### src/rtl/phy_tx_arbiter.sv
// phy_tx_arbiter: shares the PHY transmit word slot among N_REQ requesters,
// round-robin with a per-grant burst limit, one word per WORD_PERIOD cycles.
module phy_tx_arbiter #(
    parameter int N_REQ       = 4,
    parameter int DATA_W      = 32,
    parameter int WORD_PERIOD = 16,
    parameter int MAX_BURST   = 4
) (
    input  logic                     clk_32f,
    input  logic                     reset,
    input  logic [N_REQ-1:0]         req,
    input  logic [N_REQ*DATA_W-1:0]  data_req,
    output logic [N_REQ-1:0]         ack,
    output logic [DATA_W-1:0]        data_out,
    output logic                     valid_out,
    output logic [$clog2(N_REQ)-1:0] grant_id,
    output logic                     slot_start
);
    localparam int ID_W = $clog2(N_REQ);
    localparam int CW   = $clog2(WORD_PERIOD);
    localparam int BW   = $clog2(MAX_BURST + 1);

    logic [CW-1:0]     r_cnt;
    logic [BW-1:0]     r_burst;
    logic [ID_W-1:0]   r_ptr;
    logic [ID_W-1:0]   r_gid;
    logic              r_valid;
    logic [DATA_W-1:0] r_data;
    logic [N_REQ-1:0]  r_ack;
    logic              r_slot;

    logic              w_boundary;
    logic              w_cont;
    logic              w_found;
    logic              w_take;
    logic [ID_W-1:0]   w_idx;
    logic [ID_W-1:0]   w_sel;
    logic [ID_W-1:0]   w_next;

    assign w_boundary = r_cnt == CW'(WORD_PERIOD - 1);
    assign w_cont     = req[r_gid] && r_valid && (r_burst < BW'(MAX_BURST));
    assign w_next     = w_cont ? r_gid : w_sel;
    assign w_take     = w_cont || w_found;

    // r_ptr is one past the last new grant, so the current owner is searched last
    always_comb begin
        w_found = 1'b0;
        w_sel   = r_gid;
        w_idx   = '0;
        for (int k = N_REQ - 1; k >= 0; k--) begin
            w_idx = r_ptr + ID_W'(k);
            if (req[w_idx]) begin
                w_found = 1'b1;
                w_sel   = w_idx;
            end
        end
    end

    always_ff @(posedge clk_32f or negedge reset) begin
        if (!reset) begin
            r_cnt   <= '0;
            r_burst <= '0;
            r_ptr   <= '0;
            r_gid   <= '0;
            r_valid <= 1'b0;
            r_data  <= '0;
            r_ack   <= '0;
            r_slot  <= 1'b0;
        end else begin
            r_cnt  <= w_boundary ? '0 : r_cnt + CW'(1);
            r_slot <= w_boundary;
            r_ack  <= '0;
            if (w_boundary) begin
                r_valid <= w_take;
                r_data  <= w_take ? data_req[w_next*DATA_W +: DATA_W] : '0;
                r_ack   <= w_take ? N_REQ'(1) << w_next : '0;
                if (w_cont) begin
                    r_burst <= r_burst + BW'(1);
                end else if (w_found) begin
                    r_gid   <= w_sel;
                    r_burst <= BW'(1);
                    r_ptr   <= w_sel + ID_W'(1);
                end
            end
        end
    end

    assign ack        = r_ack;
    assign data_out   = r_data;
    assign valid_out  = r_valid;
    assign grant_id   = r_gid;
    assign slot_start = r_slot;
endmodule

### config.mk
export PLATFORM = sky130hd
export DESIGN_NAME = phy_tx_arbiter
export DESIGN_NICKNAME = d
export VERILOG_FILES = /design/src/rtl/phy_tx_arbiter.sv
export SDC_FILE = /design/constraint.sdc
export NUM_CORES = 1
export LEC_CHECK = 0
export ABC_AREA = 1
export BUFFER_PORTS_ARGS = -buffer_cell sky130_fd_sc_hd__buf_2
export CAP_MARGIN = 30
export CORE_ASPECT_RATIO = 0.8
export CORE_MARGIN = 1
export CORE_UTILIZATION = 48
export DETAILED_ROUTE_END_ITERATION = 8
export PLACE_DENSITY = 0.82
export REMOVE_ABC_BUFFERS = 1
export SLEW_MARGIN = 5
export SYNTH_ARGS = -nofsm -noshare
export SYNTH_HDL_FRONTEND = slang
export SYNTH_SLANG_ARGS = --single-unit
export TNS_END_PERCENT = 30
### constraint.sdc
create_clock -name clk_32f -period 2 [get_ports clk_32f]
set_input_delay 0.2 -clock clk_32f [delete_from_list [all_inputs] [get_ports clk_32f]]
set_output_delay 0.2 -clock clk_32f [all_outputs]
set_load 0.005 [all_outputs]
; ---- Word level (Yosys, flattened, before mapping)
; Cells that the tools add are included.
[classes]
n_addsub = 6
n_eq_ne = 1
n_mux = 25
bitwise_logic = 1
shifts = 2
n_lt_le_gt_ge = 6
reduce_logical = 6
[ops]
columns = operator, n
row1 = $shiftx A128 B8 Y32, 1
row2 = $mux W32, 1
row3 = $lt A2 B3 Y1 const B, 5
row4 = $mux W4, 3
row5 = $bmux W1 S2, 5
row6 = $mux W2, 5
row7 = $mux W1, 9
row8 = $mux W3, 2
row9 = $add A2 B1 Y2 const B, 2
row10 = $add A2 B2 Y2 const B, 2
row11 = $add A4 B1 Y4 const B, 1
row12 = $eq A4 B4 Y1 const B, 1
row13 = $shl A1 B2 Y4 const A, 1
row14 = $add A3 B1 Y3 const B, 1
row15 = $lt A3 B3 Y1 const B, 1
row16 = $reduce_and A3 Y1, 1
row17 = $logic_and A1 B1 Y1, 2
row18 = $reduce_and A2 Y1, 1
row19 = $reduce_bool A2 Y1, 1
row20 = $logic_or A1 B1 Y1, 1
row21 = $not A1 Y1, 1
[totals]
out_inout_bits = 40
ff_bits = 49
elab_cells = 55
inputBits = 134

; ---- Logic depth before layout (Yosys ltp)
[logic_depth]
depth_word = 11
depth_mapped = 17
mapped_depth_nobuf = 15

; ---- Worst setup path after synthesis
; No wires, ideal clock.
[synth_path]
kind = register to register
start = register r_ptr[0]
end = register r_data[0], in the netlist data_out[0]
setup_ns = 0.119
setup_slack_ns = 0.177
arrival_ns = 1.705
period_less_slack_ns = 1.823
n_path_buf = 3
path_stages_with_launch = 18
cell_sequence = dfrtp_1 > buf_6 > inv_4 > nand2_1 > nand3_1 > nand2_1 > inv_2 > nand2_1 > nand2_1 > nand2_1 > nand2_1 > nand3_4 > buf_6 > buf_6 > a21oi_2 > nor2_1 > nor2_1 > nand2_1
[synth_via]
elab_chain_cells = 10
word_cells_on_any_way = 23
classes_between = add/sub: 3 / shift: 1 / mux: 18 / reduce/logical: 1
[synth_rtl]
columns = element, line_no
row1 = "start, declared", 25  ; logic [ID_W-1:0] r_ptr;
row2 = "start signal, assigned", 82  ; r_ptr <= w_sel + ID_W'(1);
row3 = $add A2 B2 Y2, 51  ; w_idx = r_ptr + ID_W'(k);
row4 = $bmux W1 S2, 52  ; if (req[w_idx]) begin
row5 = $mux W1 (implied by the code), 52
row6 = $mux W2 (4 in series), 52
row7 = $mux W2, 42  ; assign w_next = w_cont ? r_gid : w_sel;
row8 = $shiftx A128 B8 Y32, 75  ; r_data <= w_take ? data_req[w_next*DATA_W +: DATA_W] : '0;
row9 = $mux W32 *, 75
row10 = "end signal, assigned", 75
row11 = "end, declared", 28  ; logic [DATA_W-1:0] r_data;
; Mark *: on every way between the ends. The rest lies on a longest branch, timed or not. The select of a mux whose other input is x is not followed.
; A chain may end at the register's enable or synchronous reset.

; ---- Worst setup path after layout
; Same ends and word-level chain as after synthesis.

==> results.json <==
{
  "status": "finished, violations left",
  "failed_checks": "setup timing",
  "min_path_type": "primary input to flip-flop",
  "wl_um": 12800,
  "period_share": 1.13,
  "swShare": 0.486,
  "worst_setup_path_start_kind": "flip-flop",
  "leakagePower_nw": 3.23,
  "dpl.hpwl_um": 8070,
  "cap_violations": 0,
  "power.share.clock": 0.078,
  "dieArea_um2": 8080,
  "ys_ff_latch": 49,
  "crit_path_end_kind": "flip-flop",
  "yosysTopAreaCell": "dfrtp_1",
  "root_buffer": "clkbuf_8",
  "fmax_mhz": 443,
  "hold_viol": 0,
  "crit_required_ps": 2200,
  "worst_pin_slew_ps": 752,
  "cp.arrival_ps": 2460,
  "p_per_area_nw_per_um2": 1810,
  "clkSinkCount": 49,
  "num_vias": 4642,
  "fp.dieW_um": 100,
  "drive_gt1_frac": 0.351,
  "seq_power_share": 0.171,
  "grt_pass1_vias": 3824,
  "die_h_um": 80.6,
  "grt_overflow": 0,
  "crit_type": "flip-flop to flip-flop",
  "cts_tree": "done",
  "grt_max_degree": 45,
  "place.gp.congestion": 0.880,
  "vias_per_cell": 5.14,
  "layout_setup_ws_ps": -260,
  "yosys_most_used_dff": "dfrtp_1",
  "setup-violations-final": 37,
  "syn_inst": 611,
  "syn_avg_cell_area_um2": 6.07,
  "diodes": 0,
  "routedWlPerCell_um": 14.2,
  "synth_enable_flop_cells": 0,
  "pwr-share-comb": 0.751,
  "rows": 28,
  "nets": 933,
  "grt_pass1_wl_um": 17000,
  "yosys-top-cells-area": "dfrtp_1, nand2_1, nand3_1",
  "first_iter_violations": 222,
  "synth_top_area_share": 0.331,
  "syn_to_final_growth_pct": 44.3,
  "fp.coreArea_um2": 7430,
  "cellInternalPower_mw": 4.99,
  "critPathMaxFanout": 9,
  "ys_types": 25,
  "maxSlewHeadroom": 0.499,
  "clock-skew-final_ps": 8.12,
  "netSwitchingPower_mw": 4.72,
  "grt.total_usage": 0.266,
  "worstSkewPairLatency_ps": 310,
  "clk_pin_slew_ps": 100,
  "fin_util": 0.721,
  "yosysWarnings": 0,
  "drc": 0,
  "antenna_left": 0,
  "antenna_found_initial": 0,
  "whs_ps": 201,
  "yosysSeqAreaShare": 0.331,
  "vdd_drop_max_v": 0.00120,
  "initial_core_util": 0.499,
  "layout_min_cycle_time_ps": 2260,
  "first_pass_iters": 5,
  "cts_buffers": 5,
  "slew_viol_final": 0,
  "port_buffers": 173,
  "h-tree-depth": 2,
  "rsz0062_at_grt": "yes",
  "syn_area_um2": 3710,
  "ios": 174,
  "clock_path_buffers": 2,
  "async_reset_ff_frac": 1.00
}
-- synthesized netlist by cell type, types with 2 or more instances --
cell / n
clkbuf_1: 8
buf_6: 3
a22o_1: 2
ha_1: 2
inv_1: 81
a21oi_1: 29
nor2_1: 76
o21ai_0: 3
nand2_1: 197
buf_4: 6
o21bai_1: 2
buf_2: 14
buf_1: 5
a21oi_2: 8
xor2_1: 2
nand2_2: 7
inv_2: 3
nand3_1: 108
dfrtp_1: 49
-- sequential cells by signal, summed over array words and instances (netlist names) --
signal / cells
ack: 4
valid_out: 1
r_cnt: 4
r_ptr: 2
slot_start: 1
grant_id: 2
data_out: 32
r_burst: 3
-- worst max-delay path: stages (launching register included) --
cell	delay (ps)
dfrtp_2	470
buf_6	150
nand2_1	130
nand3_2	110
nand2_2	80
inv_2	40
nand2_1	80
nand2_1	80
nand2_1	80
nand2_2	80
nand3_4	120
clkbuf_16	170
clkbuf_16	150
nand3_1	70
nand2_1	70
nor2_1	40
nor2_1	120
nand2_1	80
-- cells by family after synthesis --
| kind of cell | synth area share |
|---|---|
| AO/OA/AOI/OAI | 0.0742 |
| adder cells (fa/ha/maj) | 0.00675 |
| XOR/XNOR | 0.00473 |
| flip-flops | 0.331 |
| buffers and inverters | 0.140 |
| AND/OR/NAND/NOR | 0.443 |
-- per-layer routing --
metal | track usage | part of all wire | vias up
li1 | - | - | 2259
met1 | 0.314 | 0.39 | 2100
met2 | 0.490 | 0.51 | 259
met3 | 0.0635 | 0.092 | 24
met4 | 0.0522 | 0.013 | 0
met5 | 0 | 0 | -
-- metrics by stage --
stage                     worst slack [ps]  std cells  area [um2]  setup TNS, ps  total power [mW]
final                                 -260        903        5350          -6280              9.71
after detailed placement             -37.7        878        4800           -340              7.09
after global routing                  -343        903        5350         -10610              10.4
after CTS                             27.8        887        4930              0              7.88
after global placement                56.0        878        4800              0              6.96
after floorplan                       -860        575        3510         -32030              4.90
-- worst paths after layout --
| path | from | to | slack (ps) | cells after the start |
|---|---|---|---|---|
| worst min-delay path | data_req[75] | data_out[11] | 200 | 5 |
| worst min register to register | r_burst[0] | r_burst[0] | 480 | 1 |
| worst max-delay path | r_ptr[0] | data_out[0] | -260 | 17 |
| worst max register to register | r_ptr[0] | data_out[0] | -260 | 17 |
| max in group asynchronous | reset | data_out[1] | 840 | 3 |
| min in group asynchronous | reset | ack[0] | 510 | 2 |
-- layout make-up --
type	instances	area, um2
Tap cell	105	131
Clock inverter	2	37.5
Inverter	85	324
Clock buffer	6	82.6
Timing Repair Buffer	215	1430
Sequential cell	49	1230
Multi-Input combinational cell	441	2120
Fill cell	642	2080
-- repair_timing --
item | CTS | global route
hold buffers | 1 | 0
gates resized for setup | 1 | 47
gates cloned | 0 | 8
buffers inserted | 0 | 8
endpoints found under the hold margin | 31 | 0
endpoints found under the setup margin | 32 | 40
pin swaps | 0 | 21
-- layout by cell type, fill, tap and decap left out --
cell,Yosys,layout
a21oi_1,29,16
nand3_2,0,4
o21ai_0,3,3
ha_1,2,2
inv_2,3,2
nand2_8,0,1
dfrtp_1,49,46
buf_6,3,3
bufinv_16,0,1
buf_12,0,9
nand2_2,7,14
dlygate4sd3_1,0,1
a21oi_2,8,21
nor2_1,76,75
nand2_1,197,183
nor2_2,0,1
nand3_1,108,104
xor2_1,2,2
o21bai_1,2,2
a22o_1,2,2
nand2_4,0,6
clkinvlp_4,0,1
inv_1,81,81
inv_4,1,2
dfrtp_2,0,3
o211ai_1,1,1
or2_2,1,1
nand3_4,1,1
buf_4,6,22
clkbuf_8,0,6
clkbuf_16,0,7
nor2_4,1,1
buf_2,14,173
o21ai_2,0,1
-- power by group through the flow --
stage,Sequential [mW],Combinational [mW],Clock [mW]
final,1.66,7.30,0.756
after global routing,1.70,7.87,0.800
after CTS,1.64,5.47,0.771
after detailed placement,1.65,5.44,0
after global placement,1.64,5.32,0
after floorplan,1.66,3.25,0
Note: power is estimated with default switching activity, not from simulation.
